## src/rtl/imm_gen_pipe.sv

```systemverilog
// imm_gen_pipe: RV32I immediate decoder feeding a 2-entry FIFO; perf counters enabled by IMM_GEN_PERF_CNT_EN
module imm_gen_pipe #(
   parameter int XLEN     = 32,
   parameter int BYTE_OFS = 1
) (
   input  logic            clk,
   input  logic            rst,
   input  logic            flush,
   input  logic            in_valid,
   output logic            in_ready,
   input  logic [31:0]     in_instr,
   output logic            out_valid,
   input  logic            out_ready,
   output logic [XLEN-1:0] out_imm,
   output logic [2:0]      out_fmt,
   output logic            out_illegal,
   input  logic            perf_clr,
   output logic [31:0]     cnt_total,
   output logic [15:0]     cnt_illegal
);
   localparam int EW = XLEN + 4;

   logic [6:0]      op;
   logic [11:0]     b_imm;
   logic [19:0]     j_imm;
   logic [XLEN-1:0] b_ext, j_ext, dec_imm;
   logic [2:0]      dec_fmt;
   logic            dec_ill;
   logic [EW-1:0]   mem_q [2];
   logic [EW-1:0]   mem_d [2];
   logic            rd_q, rd_d, wr_q, wr_d;
   logic [1:0]      occ_q, occ_d;
   logic            push, pop;

   assign op    = in_instr[6:0];
   assign b_imm = {in_instr[31], in_instr[7], in_instr[30:25], in_instr[11:8]};
   assign j_imm = {in_instr[31], in_instr[19:12], in_instr[20], in_instr[30:21]};
   assign b_ext = (BYTE_OFS != 0) ? XLEN'($signed({b_imm, 1'b0})) : XLEN'($signed(b_imm));
   assign j_ext = (BYTE_OFS != 0) ? XLEN'($signed({j_imm, 1'b0})) : XLEN'($signed(j_imm));

   // Combinational decode of the incoming instruction word
   always_comb begin
      dec_imm = '0;
      dec_fmt = 3'd7;
      dec_ill = 1'b0;
      case (op)
         7'b0010011, 7'b0000011, 7'b1100111: begin
            dec_fmt = 3'd1;
            dec_imm = (op == 7'b0010011 && in_instr[13:12] == 2'b01) ? XLEN'(in_instr[24:20])
                                                                     : XLEN'($signed(in_instr[31:20]));
         end
         7'b0100011: begin
            dec_fmt = 3'd2;
            dec_imm = XLEN'($signed({in_instr[31:25], in_instr[11:7]}));
         end
         7'b1100011: begin
            dec_fmt = 3'd3;
            dec_imm = b_ext;
         end
         7'b0110111, 7'b0010111: begin
            dec_fmt = 3'd4;
            dec_imm = XLEN'($signed({in_instr[31:12], 12'b0}));
         end
         7'b1101111: begin
            dec_fmt = 3'd5;
            dec_imm = j_ext;
         end
         7'b0110011: dec_fmt = 3'd0;
         default:    dec_ill = 1'b1;
      endcase
   end

   assign in_ready  = occ_q != 2'd2;
   assign out_valid = occ_q != 2'd0;
   assign push      = in_valid && in_ready && !flush;
   assign pop       = out_valid && out_ready && !flush;
   assign {out_illegal, out_fmt, out_imm} = out_valid ? mem_q[rd_q] : '0;

   // FIFO next state; flush wins over push and pop
   always_comb begin
      mem_d = mem_q;
      if (push) mem_d[wr_q] = {dec_ill, dec_fmt, dec_imm};
      wr_d  = flush ? 1'b0 : wr_q ^ push;
      rd_d  = flush ? 1'b0 : rd_q ^ pop;
      occ_d = flush ? 2'd0 : occ_q + {1'b0, push} - {1'b0, pop};
   end

   // FIFO state registers
   always_ff @(posedge clk or posedge rst) begin
      if (rst) begin
         mem_q[0] <= '0;
         mem_q[1] <= '0;
         rd_q     <= 1'b0;
         wr_q     <= 1'b0;
         occ_q    <= 2'd0;
      end else begin
         mem_q <= mem_d;
         rd_q  <= rd_d;
         wr_q  <= wr_d;
         occ_q <= occ_d;
      end
   end

`ifdef IMM_GEN_PERF_CNT_EN
   logic [31:0] tot_q, tot_d;
   logic [15:0] ill_q, ill_d;

   // Saturating delivery counters; clear has priority
   always_comb begin
      tot_d = perf_clr ? '0 : (pop && !(&tot_q)) ? tot_q + 32'd1 : tot_q;
      ill_d = perf_clr ? '0 : (pop && out_illegal && !(&ill_q)) ? ill_q + 16'd1 : ill_q;
   end

   // Counter registers
   always_ff @(posedge clk or posedge rst) begin
      if (rst) begin
         tot_q <= '0;
         ill_q <= '0;
      end else begin
         tot_q <= tot_d;
         ill_q <= ill_d;
      end
   end

   assign cnt_total   = tot_q;
   assign cnt_illegal = ill_q;
`else
   logic perf_clr_unused;
   assign perf_clr_unused = perf_clr;
   assign cnt_total       = '0;
   assign cnt_illegal     = '0;
`endif
endmodule

```

## config.mk

```make
export PLATFORM = sky130hd
export DESIGN_NAME = imm_gen_pipe
export DESIGN_NICKNAME = d
export VERILOG_FILES = /design/src/rtl/imm_gen_pipe.sv
export SDC_FILE = /design/constraint.sdc
export NUM_CORES = 1
export LEC_CHECK = 0
export ABC_CLOCK_PERIOD_IN_PS = 2700
export CORE_MARGIN = 5
export CORE_UTILIZATION = 48
export DETAILED_ROUTE_END_ITERATION = 8
export GPL_ROUTABILITY_DRIVEN = 0
export PLACE_DENSITY = 0.82
export SYNTH_ARGS = -nofsm -noshare
export SYNTH_HDL_FRONTEND = slang
export SYNTH_SLANG_ARGS = --single-unit
```

## constraint.sdc

```tcl
create_clock -name clk -period 2.7 [get_ports clk]
set_input_delay 0.54 -clock clk [delete_from_list [all_inputs] [get_ports clk]]
set_output_delay 0.54 -clock clk [all_outputs]
set_load 0.005 [all_outputs]
```

==> results by group <==
Power
  – P_leak: about 2.5 nW
  – Tot Pwr: about 0.0031 W
  – Max VDD drop: around 0.00052 V
  – Power per cell area: ~580 nW/um2

Timing
  – Clk_skew: ~0.013 ns
  – RSZ-0062 raised after global routing: false
  – Final setup vio count: 0
  – Hold Worst Slack: approximately 0.5 ns
  – Slew @ Worst Pin: ~1.1 ns
  – Final Critical Period: 2.529 ns
  – Slew Limit Fails: 0
  – Final hold vios: 0
  – Final WS setup: ~0.17 ns
  – Rel. slew slack: 26.86%
  – Fin crit share: 93.68%
  – Fmax: a little under 0.4 GHz

Worst setup path
  – Worst setup EP type: output port
  – Worst reg2reg path depth: 7
  – Critical R2R Launch: occ_q[1]
  – Flop-to-flop setup slack: around 0.47 ns
  – Largest stage delay, worst path: 0.64 ns
  – Slowest stage cell, crit path: dfrtp_2
  – Worst-path cell chain: buf_12 -> mux2i_1 -> nor2_1 -> clkdlybuf4s50_1
  – Crit Reg-Reg Endpoint: mem_q[25]
  – Req. time, crit path: around 2.2 ns
  – Critical Path AT: approximately 2 ns
  – Max FO, Critical Path: 15
  – Critical path class: reg2out
  – Startpoint types: register

Global routing
  – Grt ovf: 0
  – Global-route wire length before repair: between 15 and 20 mm
  – Initial antenna violation count: 0
  – Largest net degree at the start of global routing: 77
  – Total track usage: about a fifth
  – Vias in the first global route: around 3500

Hold path
  – Worst Min Path Start: mem_q[45]
  – HP Class: reg2reg
  – Hold endpoint: mem_q[45]
  – Worst Hold Depth: 1

Synthesis
  – Fraction of registers with async set/reset: 100.0%
  – Yosys warnings: 0
  – Flops & latches, synth: 76
  – Synth unique cells: 45
  – Synthesized area: roughly 4300 um2
  – Post-Syn Area per Cell: ~10 um2
  – Post-synthesis instance total: roughly 420
  – Register area share after synthesis: between 40% and 50%
  – Post-synth EDFFs: 0
  – Synth Flop Type: dfrtp_1

Clock tree
  – Clock sinks: between 70 and 80
  – Num CTS Buffers: 9
  – # Post-CTS Setup Buffers: 0
  – Post-CTS Resized: 0
  – Root Buffer: clkbuf_8
  – CTS tree: done
  – Cts hold-fix bufs: 0
  – CTS clk-pin slew, worst paths: 0.08 ns
  – Clk_lat worst skew: 0.36 ns
  – H-tree Lvls: 3
  – Clock tree buffer depth: 2

Route
  – First-pass detailed-route iteration total: 5
  – DR WL/cell: 17.31 um
  – Via-to-Cell Ratio: around 5.5
  – DRT Wirelength: 10.73 mm
  – Vias post-DR: 3434
  – Initial DRC Count: ~190
  – ANT nets after route: 0
  – DRC: 0

Floorplan
  – Die Ht: around 100 um
  – Core footprint: roughly 8700 um2
  – Std cell rows: 34
  – I/O pin total: about 120
  – Die area: around 11000 um2
  – Initial Util: about half
  – Die X: around 100 um

Layout
  – Layout Nets: around 550
  – Commonest cells after routing, fill and taps aside: 75 x dfrtp_1, 74 x clkdlybuf4s50_1, 60 x nor2_1
  – Layout area overhead: 22.31%
  – Fin area: 5269 um2
  – Layout cell share with drive strength beyond 1: 16.80%
  – Antenna cells: 0
  – Final Non-Filler Cells: between 600 and 700
  – Commonest non-fill, non-tap cell in the layout: dfrtp_1

Placement
  – Dpl cells: approximately 600
  – # port buffers: 74
  – Dpl hpwl: approximately 7.6 mm
  – Post-Place Setup Slack: -0.1111 ns
  – Area post-placement: 5070 um2

Flow run
  – Max_cap viols: 0

Status
  – Status: finished clean
synthesized netlist by cell type (6+ instances only):
cell	n	area share [%]
dfrtp_1	76	44
nor2_1	61	5.3
buf_4	50	8.7
mux2i_1	37	8.6
and3_1	23	3.3
a211o_2	20	4.6
nand2_1	20	1.7
a221o_2	16	4.2
a31oi_1	14	2.0
a21oi_1	13	1.5
o2bb2ai_1	13	2.6
clkbuf_1	12	1.0
inv_1	6	0.52
o21ai_0	6	0.70
area by class of cell:
type	count	area [um2]
tap	108	135.1
multi-input combinational	314	2043
sequential	76	1903
timing repair buffer	98	958.4
clock buffer	9	123.9
inverter	8	30.03
clock inverter	7	75.07
fill	720	3452
layer usage:
layer  track usage, %  up-vias  wire length (um)
met5                0        -                 0
met4            6.393        0               127
met3            4.624       12               810
met2            31.65      148              5288
met1            24.97     1683              4504
li1                 -     1591                 -
sequential cells by signal, summed over array words and instances, names as in the netlist:
name and flops:
wr_q 1, occ_q 2, mem_q 72, rd_q 1
through the flow:
stage          TNS [ns]  utilization, %
6_report              0           60.42
5_1_grt               0           60.42
4_1_cts               0           60.42
3_5_place_dp     -1.520           58.13
3_3_place_gp    -0.9892           58.13
2_1_floorplan         0               -
power by group:
group | internal, W | switching [W] | total, W
Sequential | 0.00129 | 0.000106 | 0.00139
Clock | 0.000429 | 0.000445 | 0.000874
Combinational | 0.000399 | 0.000393 | 0.000793
critical path, delay by kind of cell (launching register included):
| kind | cells | cell delay, ns |
|---|---|---|
| buffers and inverters | 2 | 0.68 |
| and+or+nand+nor | 1 | 0.07 |
| DFF | 1 | 0.64 |
| muxes | 1 | 0.24 |
kinds of logic after synthesis:
| logic type | count (synthesis) | share of synthesized area, % |
|---|---|---|
| simple gates | 128 | 14.52 |
| compound gates | 92 | 17.78 |
| buf+inv | 80 | 12.58 |
| flops | 76 | 44.15 |
| mux | 39 | 9.120 |
| fa+ha+maj | 4 | 1.162 |
| xor+xnor | 3 | 0.6100 |
| other cells | 1 | 0.08705 |
worst max-delay path by stage:
stage / startpoint / end / slack, ns / cells past startpoint
after floorplan: rst / mem_q[0] / 0.22 / 1
after CTS: rd_q / out_imm[21] / 0.15 / 4
final: rd_q / out_imm[21] / 0.17 / 4
after global routing: rd_q / out_fmt[1] / 0.06 / 4
after global placement: in_instr[13] / mem_q[65] / -0.06 / 5
after detailed placement: in_instr[13] / mem_q[25] / -0.11 / 5
Note: power is estimated with default switching activity, not from simulation.
